===== src/rtl/instruction_fetch.sv =====
// Fetch front end: PC drives the combinational ROM, IR registers the returned word (1 cycle).
// Stall freezes all fetch state; a taken redirect overrides stall and inserts one bubble.
module instruction_fetch #(
  parameter int unsigned              ADDR_W     = 16,
  parameter int unsigned              INSTR_W    = 28,
  parameter logic [ADDR_W-1:0]        RESET_ADDR = '0
) (
  input  logic               Clock,
  input  logic               Reset,
  input  logic               iStall,
  input  logic               iBranchTaken,
  input  logic [ADDR_W-1:0]  iBranchTarget,
  output logic [ADDR_W-1:0]  oAddress,
  input  logic [INSTR_W-1:0] iInstruction,
  output logic               oValid,
  output logic [3:0]         oOperation,
  output logic [7:0]         oDestination,
  output logic [7:0]         oSourceAddr1,
  output logic [7:0]         oSourceAddr0,
  output logic [15:0]        oImmediate,
  output logic [ADDR_W-1:0]  oPC,
  output logic [15:0]        oFetchCount
);

  logic [ADDR_W-1:0]  pc;
  logic [INSTR_W-1:0] ir;
  logic [ADDR_W-1:0]  ir_pc;
  logic               ir_valid;
  logic [15:0]        fetch_count;

  // Redirect wins over stall so a taken branch is never lost while execute is busy.
  always_ff @(posedge Clock) begin
    if (Reset) begin
      pc          <= RESET_ADDR;
      ir          <= '0;
      ir_pc       <= '0;
      ir_valid    <= 1'b0;
      fetch_count <= '0;
    end else if (iBranchTaken) begin
      pc       <= iBranchTarget;
      ir_valid <= 1'b0;
    end else if (!iStall) begin
      ir          <= iInstruction;
      ir_pc       <= pc;
      ir_valid    <= 1'b1;
      pc          <= pc + 1'b1;
      fetch_count <= fetch_count + 16'd1;
    end
  end

  assign oAddress     = pc;
  assign oValid       = ir_valid;
  assign oPC          = ir_pc;
  assign oFetchCount  = fetch_count;

  // Fields are raw slices; decoding belongs to execute.
  assign oOperation   = ir[27:24];
  assign oDestination = ir[23:16];
  assign oSourceAddr1 = ir[15:8];
  assign oSourceAddr0 = ir[7:0];
  assign oImmediate   = ir[15:0];

endmodule


===== config.mk =====
export PLATFORM = sky130hd
export DESIGN_NAME = instruction_fetch
export DESIGN_NICKNAME = d
export VERILOG_FILES = /design/src/rtl/instruction_fetch.sv
export SDC_FILE = /design/constraint.sdc
export NUM_CORES = 1
export LEC_CHECK = 0
export CORE_ASPECT_RATIO = 0.6
export CORE_UTILIZATION = 25
export DETAILED_ROUTE_END_ITERATION = 16
export DONT_BUFFER_PORTS = 1
export PLACE_DENSITY = 0.44
export SLEW_MARGIN = 0
export SYNTH_ARGS = -nofsm -noshare
export SYNTH_HDL_FRONTEND = slang
export SYNTH_SLANG_ARGS = --single-unit

===== constraint.sdc =====
create_clock -name Clock -period 2.4 [get_ports Clock]
set_clock_uncertainty 0.2 [all_clocks]
set_input_delay 0 -clock Clock [delete_from_list [all_inputs] [get_ports Clock]]
set_output_delay 0 -clock Clock [all_outputs]
set_load 0.02 [all_outputs]

## Yosys cells after proc, flatten, opt, wreduce, memory -nomap -nowiden

Index checks and enable logic that the tools add are counted.

- Bits of input ports: 48
- Output and inout port bits: 93
- Register bits after elaboration: 77
- Word-level logic and storage cells: 14

- Add/subtract/negate cells: 2
- Mux-type cells: 2
- Reduce and logical (&&, ||, !) cells: 2
- Eq/ne operators: 1
- Bitwise operators: 2

Operator list:

| kind | number |
|---|---|
| 16-bit by 1-bit adder with 16-bit output (second input constant) | 2 |
| 16-bit 2-to-1 mux | 2 |
| 2-bit by 1-bit inequality test with 1-bit output (second input constant) | 1 |
| 1-bit NOT | 2 |
| 2-bit AND reduction | 1 |
| 2-bit OR reduction | 1 |

## Logic depth before layout (Yosys ltp)

Gate-level depths: netlist of run 1.

- Depth after elaboration: 3
- Gate-level depth with buffers: 6
- Mapped depth without buffers: 5

## Worst setup path before layout of run 1

Ideal clock, no wire load.

- Path type: flip-flop to flip-flop
- Start: reg fetch_count[2] (netlist: oFetchCount[2])
- End: reg fetch_count[13] (netlist: oFetchCount[13])
- Buffers on the path: 0
- Setup slack: 402 ps
- Required time: 2079 ps
- Period minus slack after synthesis: 1998 ps
- Data arrival time: 1677 ps
- Setup time: 121 ps
- Cell stages (with the launch flop): 5
- Cells stage by stage: dfxtp_1 or3b_4 nor4_4 nand3_1 mux2_4

- Cells in the longest elaborated chain, start to end: 1

RTL lines:

| element | RTL line | source |
|---|---|---|
| from (decl) | 29 | `logic [15:0] fetch_count;` |
| from (signal assigned) | 47 | `fetch_count <= fetch_count + 16'd1;` |
| 16-bit by 1-bit adder with 16-bit output | 47 |  |

No other way between the ends.
A chain may end at the register's enable or synchronous reset.

## Final worst setup path of run 1

- Start: in iStall
- End: reg ir[19]

- Cells in the longest elaborated chain, start to end: 2

RTL lines:

| element | RTL line | source |
|---|---|---|
| from (decl) | 10 | `input logic iStall,` |
| 1-bit NOT (no line) | - |  |
| 2-bit AND reduction (no line) | - |  |
| to (signal assigned) | 43 | `ir <= iInstruction;` |
| to (decl) | 26 | `logic [INSTR_W-1:0] ir;` |

No other way between the ends.

==> results of run 1 <==
[through the flow]
step / setup WS (ps) / hold slack [ps] / total power [mW] / utilization [%]
floorplan: 402 / -64.0 / 1.62 / -
global placement: 378 / -123 / 1.64 / 26.7
detailed placement: 306 / -123 / 1.64 / 26.7
CTS: 13.4 / 85.1 / 3.10 / 34.1
global route: 42.6 / 120 / 3.19 / 34.1
finish: 171 / 77.2 / 3.04 / 34.1
[registers in the layout, indices dropped and copies added (netlist names)]
signal and count:
oAddress 16, oFetchCount 16, ir 28, oPC 16, oValid 1
[logic make-up (layout without fill, tap and decap cells)]
kind of cell               Yosys count  count (layout)  share of synthesized area [%]
xor gates and xnor gates            24              24                           6.36
DFF                                 77              77                           46.6
and+or+nand+nor                    171             171                           23.5
AOI/OAI and AO/OA                   74              74                           12.2
muxes                                6               6                           2.01
adders and majority gates            2               2                          0.757
buffers and inverters               57             111                           8.55
[placed cells by master (no fill, tap or decap), types with 2 or more instances in the layout]
master,n
clkbuf_1,2
o21ai_0,2
ha_1,2
o21a_1,9
nor3_1,10
nand2_1,98
dfxtp_1,77
a21oi_1,59
dlygate4sd3_1,60
nor4_1,6
nor2_1,24
inv_1,17
xnor2_1,13
a211oi_1,2
buf_4,17
xor2_1,11
clkbuf_16,9
mux2i_1,4
nand4_1,6
nor2b_1,2
or3_1,3
nand3_1,9
buf_12,2
nand4b_1,2
[layout make-up]
| cell class | count | share of cell area, % |
|---|---|---|
| well taps | 170 | 4.85 |
| repair buffers | 81 | 18.4 |
| inverters | 17 | 1.45 |
| multi-input cells | 277 | 34.0 |
| flip-flops and latches | 77 | 35.1 |
| clock inverters | 2 | 0.856 |
| clock buffers | 11 | 5.31 |
[critical path, delay by kind of cell]
kind / cells / cell delay [ps]
compound gates: 1 / 170
buf+inv: 3 / 1780
simple gates: 2 / 330
[layer usage]
metal | GRT usage [%] | vias to the layer above
li1 | - | 1442
met1 | 17.6 | 1333
met2 | 23.7 | 101
met3 | 4.97 | 6
met4 | 3.62 | 0
met5 | 0 | -
[report_power, final]
group	switching [mW]	total, mW	leakage (nW)	internal (mW)
clock network	0.510	1.30	0.128	0.789
registers	0.108	1.44	0.629	1.33
logic	0.158	0.303	0.908	0.146
[worst min path at each step]
| stage | start | end | slack (ps) | depth (start not counted) |
|---|---|---|---|---|
| after floorplan | iInstruction[16] | ir[16] | -60 | 2 |
| after global placement | Reset | ir[16] | -120 | 1 |
| after detailed placement | Reset | ir[19] | -120 | 1 |
| after CTS | iStall | oAddress[5] | 90 | 4 |
| after global routing | iStall | oAddress[5] | 120 | 4 |
| final | iStall | oAddress[5] | 80 | 4 |
[timing repair]
action                                 4_1_cts  5_1_grt
setup buffers                                0        0
hold buffers                                64        1
setup endpoints to repair                    0       18
resized for setup                            0        1
endpoints found under the hold margin       77       16
==> qor.yml, run 1 <==
yosys:
  async_flop_share_pct: 0
  synth_cell_types: 38
  synth_fp_nets: 461
  synthTopCellsByCount: "98 x nand2_1, 77 x dfxtp_1, 59 x a21oi_1"
  syn_inst: 411
  yosys_most_used_dff: "dfxtp_1"
  synth_area_leader_cell: "dfxtp_1"
  synth_area_leaders: "dfxtp_1 47%, nand2_1 11%, a21oi_1 8.9%"
  yosysWarnings: 0
  synth.most_common_cell: "nand2_1"
  synth_area_mm2: 0.00331
  seq_area_frac_synth_pct: 46.6
  ys_ff_latch: 77
  yosysTopAreaCellShare_pct: 46.6
  synth-edff-count: 0
  syn_area_per_cell_um2: 8.05
run_status:
  status: "completed"
finish:
  multiInputGateArea_mm2: 0.00149
  final_cell_area_mm2: 0.00439
  drive_gt1_share_pct: 7.74
  fin_cells: 635
  antenna_cells: 0
  seq_area_mm2: 0.00154
  final_nets: 513
  num-fill-cells: 1348
  syn_to_final_growth_pct: 32.7
placed_design:
  portBuffers: 0
  placed_cell_area_mm2: 0.00344
  gp_congestion: 0.768
  hpwl_mm: 5.97
  dp_cells: 558
sta:
  slew_headroom_pct: 45.6
  fin_crit_sh_pct: 92.9
  drv_slew: 0
  setup_viol: 0
  rsz0062_at_grt: "false"
  hold_viol_final: 0
  tightestPinTransition_ps: 816
  fmax_ghz: 0.449
  fin_setup_tns_ps: 0
  min_period_ps: 2230
critical_path:
  path_cells: "dlygate4sd3_1 -> or2_2 -> buf_4 -> nand2_1 -> a21oi_1 -> dlygate4sd3_1"
  r2r_start: "oFetchCount[6]"
  cpPeakStageDelay_ps: 800
  reg2regPathDepth: 4
  critPathLaunch: "iStall"
  endpoint: "ir[19]"
  r2r_end: "oFetchCount[13]"
  cp.required_ps: 2480
  crit_slowest_cell: "dlygate4sd3_1"
  start_kind: "primary input"
  worstPathMaxFanout: 45
  cp-end-kind: "register"
  crit_type: "in2reg"
  cp_common_cell: "dlygate4sd3_1"
  rrSetupSlack_ps: 290
  arrival_ps: 2310
global_routing:
  grt_pass1_vias: 2901
  grt_usage_pct: 14.3
  grt_pass1_wl_mm: 15.0
  grt_max_degree: 82
  grt_overflow: 0
  antenna_found_initial: 0
clock_tree:
  cts_root_buf: "clkbuf_16"
  cts_buffers: 9
  clkTransAtPathRegs_ps: 60
  cts-htree-levels: 3
  cts.sinks: 77
  clock_path_buffers: 2
  clock_latency_ps: 330
  cts_tree: "yes"
detailed_routing:
  drt-total-wl_mm: 9.49
  top_layer: "met4"
  drc: 0
  drt-met1-wl_mm: 4.33
  vias_per_cell: 4.54
  postRouteAntennaNets: 0
  drtPass1Iterations: 4
  vias: 2882
  wl_met3_um: 704
  wl_met2_mm: 4.38
  dr.first_iter.drc_count: 118
  routedWlPerCell_um: 14.9
floorplanning:
  start_util_pct: 25.7
  die_y_um: 91.1
  fp.dieW_um: 150
  dieArea_mm2: 0.0137
  core_area_mm2: 0.0129
  rows: 32
  ios: 141
power_and_ir_drop:
  peakVddDrop_mv: 0.291
  power-per-cell-area_mw_per_mm2: 693
  p_leak_nw: 1.66
min_path:
  hold_path_class: "in2reg"
flow_run:
  max-cap-violations: 0
Power figures use the tool's default switching activity.
==> run 2, diff against run 1 <==
--- a/config.mk
+++ b/config.mk
@@ -5,12 +5,12 @@
 export SDC_FILE = /design/constraint.sdc
 export NUM_CORES = 1
 export LEC_CHECK = 0
+export ABC_AREA = 1
 export CORE_ASPECT_RATIO = 0.6
 export CORE_UTILIZATION = 25
 export DETAILED_ROUTE_END_ITERATION = 16
 export DONT_BUFFER_PORTS = 1
 export PLACE_DENSITY = 0.44
-export SLEW_MARGIN = 0
 export SYNTH_ARGS = -nofsm -noshare
 export SYNTH_HDL_FRONTEND = slang
 export SYNTH_SLANG_ARGS = --single-unit
==> run 2 against run 1 <==
  * Final cell count rose by 17%
  * Global-route usage up 1.2 points
  * Maximum frequency rose by 0.41%
  * Clock power rose by 25%
  * Worst setup slack improved by 9.2 ps
  * First-iteration DRC count rose by 53%
  * Die area increased by 7.3%
==> qor.yml, run 2 <==
sta:
  tightestPinTransition_ps: 1010  # +199 ps
  min_period_ps: 2220  # -9.15 ps
  fin_crit_sh_pct: 92.5  # -0.38 points
  fin_setup_tns_ps: 0  # unchanged
  rsz0062_at_grt: "false"
  setup_viol: 0  # unchanged
  slew_headroom_pct: 32.1  # -13 points
  hold_viol_final: 0  # unchanged
  fmax_ghz: 0.450  # +0.41%
  drv_slew: 0  # unchanged
critical_path:
  crit_slowest_cell: "dlygate4sd3_1"
  rrSetupSlack_ps: 180  # -110 ps
  arrival_ps: 2240  # -70 ps
  reg2regPathDepth: 5  # +1
  cp.required_ps: 2420  # -60 ps
  worstPathMaxFanout: 6  # -87%
  cpPeakStageDelay_ps: 600  # -200 ps
  start_kind: "register"
  path_cells: "ha_1 -> nand2_1 -> o211ai_1 -> a31oi_1 -> dlygate4sd3_1"
  path_delay_family: "buffers and inverters"
  r2r_start: "oAddress[1]"
  cp_num_buf_inv: 1  # -2
  cp-end-kind: "register"
  r2r_end: "oAddress[2]"
  crit_type: "reg2reg"
detailed_routing:
  drc: 0  # unchanged
  drtPass1Iterations: 5  # +1
  routedWlPerCell_um: 14.6  # -2.4%
  drt-total-wl_mm: 10.8  # +14%
  dr.first_iter.drc_count: 181  # +53%
  postRouteAntennaNets: 0  # unchanged
  vias: 3304  # +15%
  vias_per_cell: 4.46  # -1.8%
clock_tree:
  cts_root_buf: "clkbuf_16"
  cts.sinks: 77  # unchanged
  cts_setup_buffers: 0  # unchanged
  clkTransAtPathRegs_ps: 60  # about the same
  clock_latency_ps: 330  # about the same
  cts_tree: "yes"
  cts_buffers: 9  # unchanged
  clock_path_buffers: 2  # unchanged
  cts-htree-levels: 3  # unchanged
yosys:
  async_flop_share_pct: 0  # unchanged
  synth_area_mm2: 0.00355  # +7.5%
  yosys_most_used_dff: "dfxtp_1"
  synth.most_common_cell: "nor2_1"
  synth_cell_types: 30  # -21%
  synth_fp_nets: 561  # +22%
  seq_area_frac_synth_pct: 43.4  # -3.2 points
  ys_ff_latch: 77  # unchanged
  syn_inst: 511  # +24%
  synth-edff-count: 0  # unchanged
  yosysTopAreaCellShare_pct: 43.4  # -3.2 points
  synthTopCellsByCount: "120 x nor2_1, 90 x nand2_1, 77 x dfxtp_1"
  yosysWarnings: 0  # unchanged
  synth_area_leader_cell: "dfxtp_1"
  synth_area_leaders: "dfxtp_1 43%, nor2_1 13%, nand2_1 9.5%"
  syn_area_per_cell_um2: 6.95  # -14%
finish:
  final_cell_mix: "120 x nor2_1, 90 x nand2_1, 77 x dfxtp_1"
  antenna_cells: 0  # unchanged
  final_nets: 594  # +16%
  drive_gt1_share_pct: 6.38  # -1.4 points
  regMostFlops: "ir"
  syn_to_final_growth_pct: 25.8
  largest_register_ff_count: 28  # unchanged
  final_common_cell: "nor2_1"
  num-fill-cells: 1471  # +9.1%
power_and_ir_drop:
  power-per-cell-area_mw_per_mm2: 763  # +10%
  switchingPower_mw: 0.869  # +12%
  p_clk_share_pct: 47.5  # +4.8 points
  peakVddDrop_mv: 0.292  # +0.20%
  p_int_mw: 2.54  # +12%
  p_total_mw: 3.41  # +12%
  p_leak_nw: 1.93  # +16%
  p_sw_share_pct: 25.5  # -0.047 points
  power.share.sequential_pct: 44.1  # -3.2 points
  pwr-share-comb_pct: 8.4  # -1.6 points
min_path:
  whs_endpoint: "oAddress[0]"
  min_from: "iStall"
  min_path_cells: 4  # unchanged
  hold_path_class: "in2reg"
floorplanning:
  ios: 141  # unchanged
  die_y_um: 94.4  # +3.6%
  start_util_pct: 25.8  # +0.11 points
  core_area_mm2: 0.0137  # +7.0%
  dieArea_mm2: 0.0147  # +7.3%
  rows: 33  # +3.1%
  fp.dieW_um: 156  # +3.6%
placed_design:
  portBuffers: 0  # unchanged
  gp_congestion: 0.832  # +8.3%
  hpwl_mm: 7.47  # +25%
global_routing:
  grt_usage_pct: 15.5  # +1.2 points
  grt_overflow: 0  # unchanged
  antenna_found_initial: 0  # unchanged
  grt_max_degree: 46  # -44%
  grt_pass1_vias: 3250  # +12%
  grt_pass1_wl_mm: 17.4  # +16%
run_status:
  status: "completed"
flow_run:
  max-cap-violations: 0  # unchanged
-- run 2: area by class of cell --
cell class / instances / area [um^2] / area share [%]
multi-input cells: 342 / 1550 / 34.8
flip-flops and latches: 77 / 1540 / 34.5
repair buffers: 60 / 573 / 12.8
clock buffers: 11 / 253 / 5.65
well taps: 192 / 240 / 5.37
inverters: 54 / 203 / 4.53
clock inverters: 5 / 106 / 2.38
-- run 2: worst max-delay path by stage --
stage	cells after the start	end	slack, ps	startpoint
final	5	oAddress[2]	180	oAddress[1]
after CTS	9	oAddress[10]	170	iBranchTaken
after floorplan	8	oFetchCount[14]	680	oFetchCount[0]
after global placement	8	oAddress[14]	550	oAddress[1]
after detailed placement	9	oAddress[14]	520	oAddress[1]
after global routing	5	oAddress[2]	80	oAddress[1]
-- run 2: cell families (layout without fill, tap and decap cells) --
logic type | after synthesis | in the layout | synth area share [%]
AND/OR/NAND/NOR | 269 | 269 | 31.9
adder cells (fa/ha/maj) | 2 | 2 | 0.704
XOR/XNOR | 2 | 2 | 0.493
buffers and inverters | 92 | 130 | 12.9
AO/OA/AOI/OAI | 69 | 69 | 10.7
flip-flops | 77 | 77 | 43.4
-- run 2: through the flow --
| stage | hold WS (ps) | setup WS, ps | util (%) | instances | cell area, um^2 |
|---|---|---|---|---|---|
| 5_1_grt | 92.2 | 78.3 | 32.5 | 741 | 4470 |
| 3_5_place_dp | -122 | 520 | 26.4 | 677 | 3630 |
| 6_report | 35.4 | 180 | 32.5 | 741 | 4470 |
| 3_3_place_gp | -123 | 548 | 26.4 | 677 | 3630 |
| 4_1_cts | 25.6 | 170 | 32.5 | 741 | 4470 |
| 2_1_floorplan | -65.1 | 677 | - | 511 | 3550 |
-- run 2: power by group through the flow --
stage / Sequential [mW] / Clock, mW / Combinational, mW
floorplan: 1.50 / 0 / 0.208
global placement: 1.53 / 0 / 0.209
detailed placement: 1.53 / 0 / 0.213
CTS: 1.50 / 1.67 / 0.289
global route: 1.51 / 1.74 / 0.327
finish: 1.50 / 1.62 / 0.288
-- run 2: worst register-to-register path, cell delays in order (launching register included) --
cell	delay [ps]
dfxtp_1	570
ha_1	280
nand2_1	150
o211ai_1	220
a31oi_1	100
dlygate4sd3_1	600
-- run 2: what timing repair did --
action / in CTS / in global routing
endpoints found under the hold margin: 77 / 0
hold buffers: 48 / 0
setup endpoints to repair: 0 / 1
resized for setup: 0 / 1
-- run 2: routing by layer --
metal / routed length (um) / track usage [%] / up-vias
li1: - / - / 1671
met1: 5320 / 20.2 / 1508
met2: 4480 / 24.1 / 117
met3: 914 / 6.15 / 8
met4: 88 / 3.27 / 0
met5: 0 / 0 / -
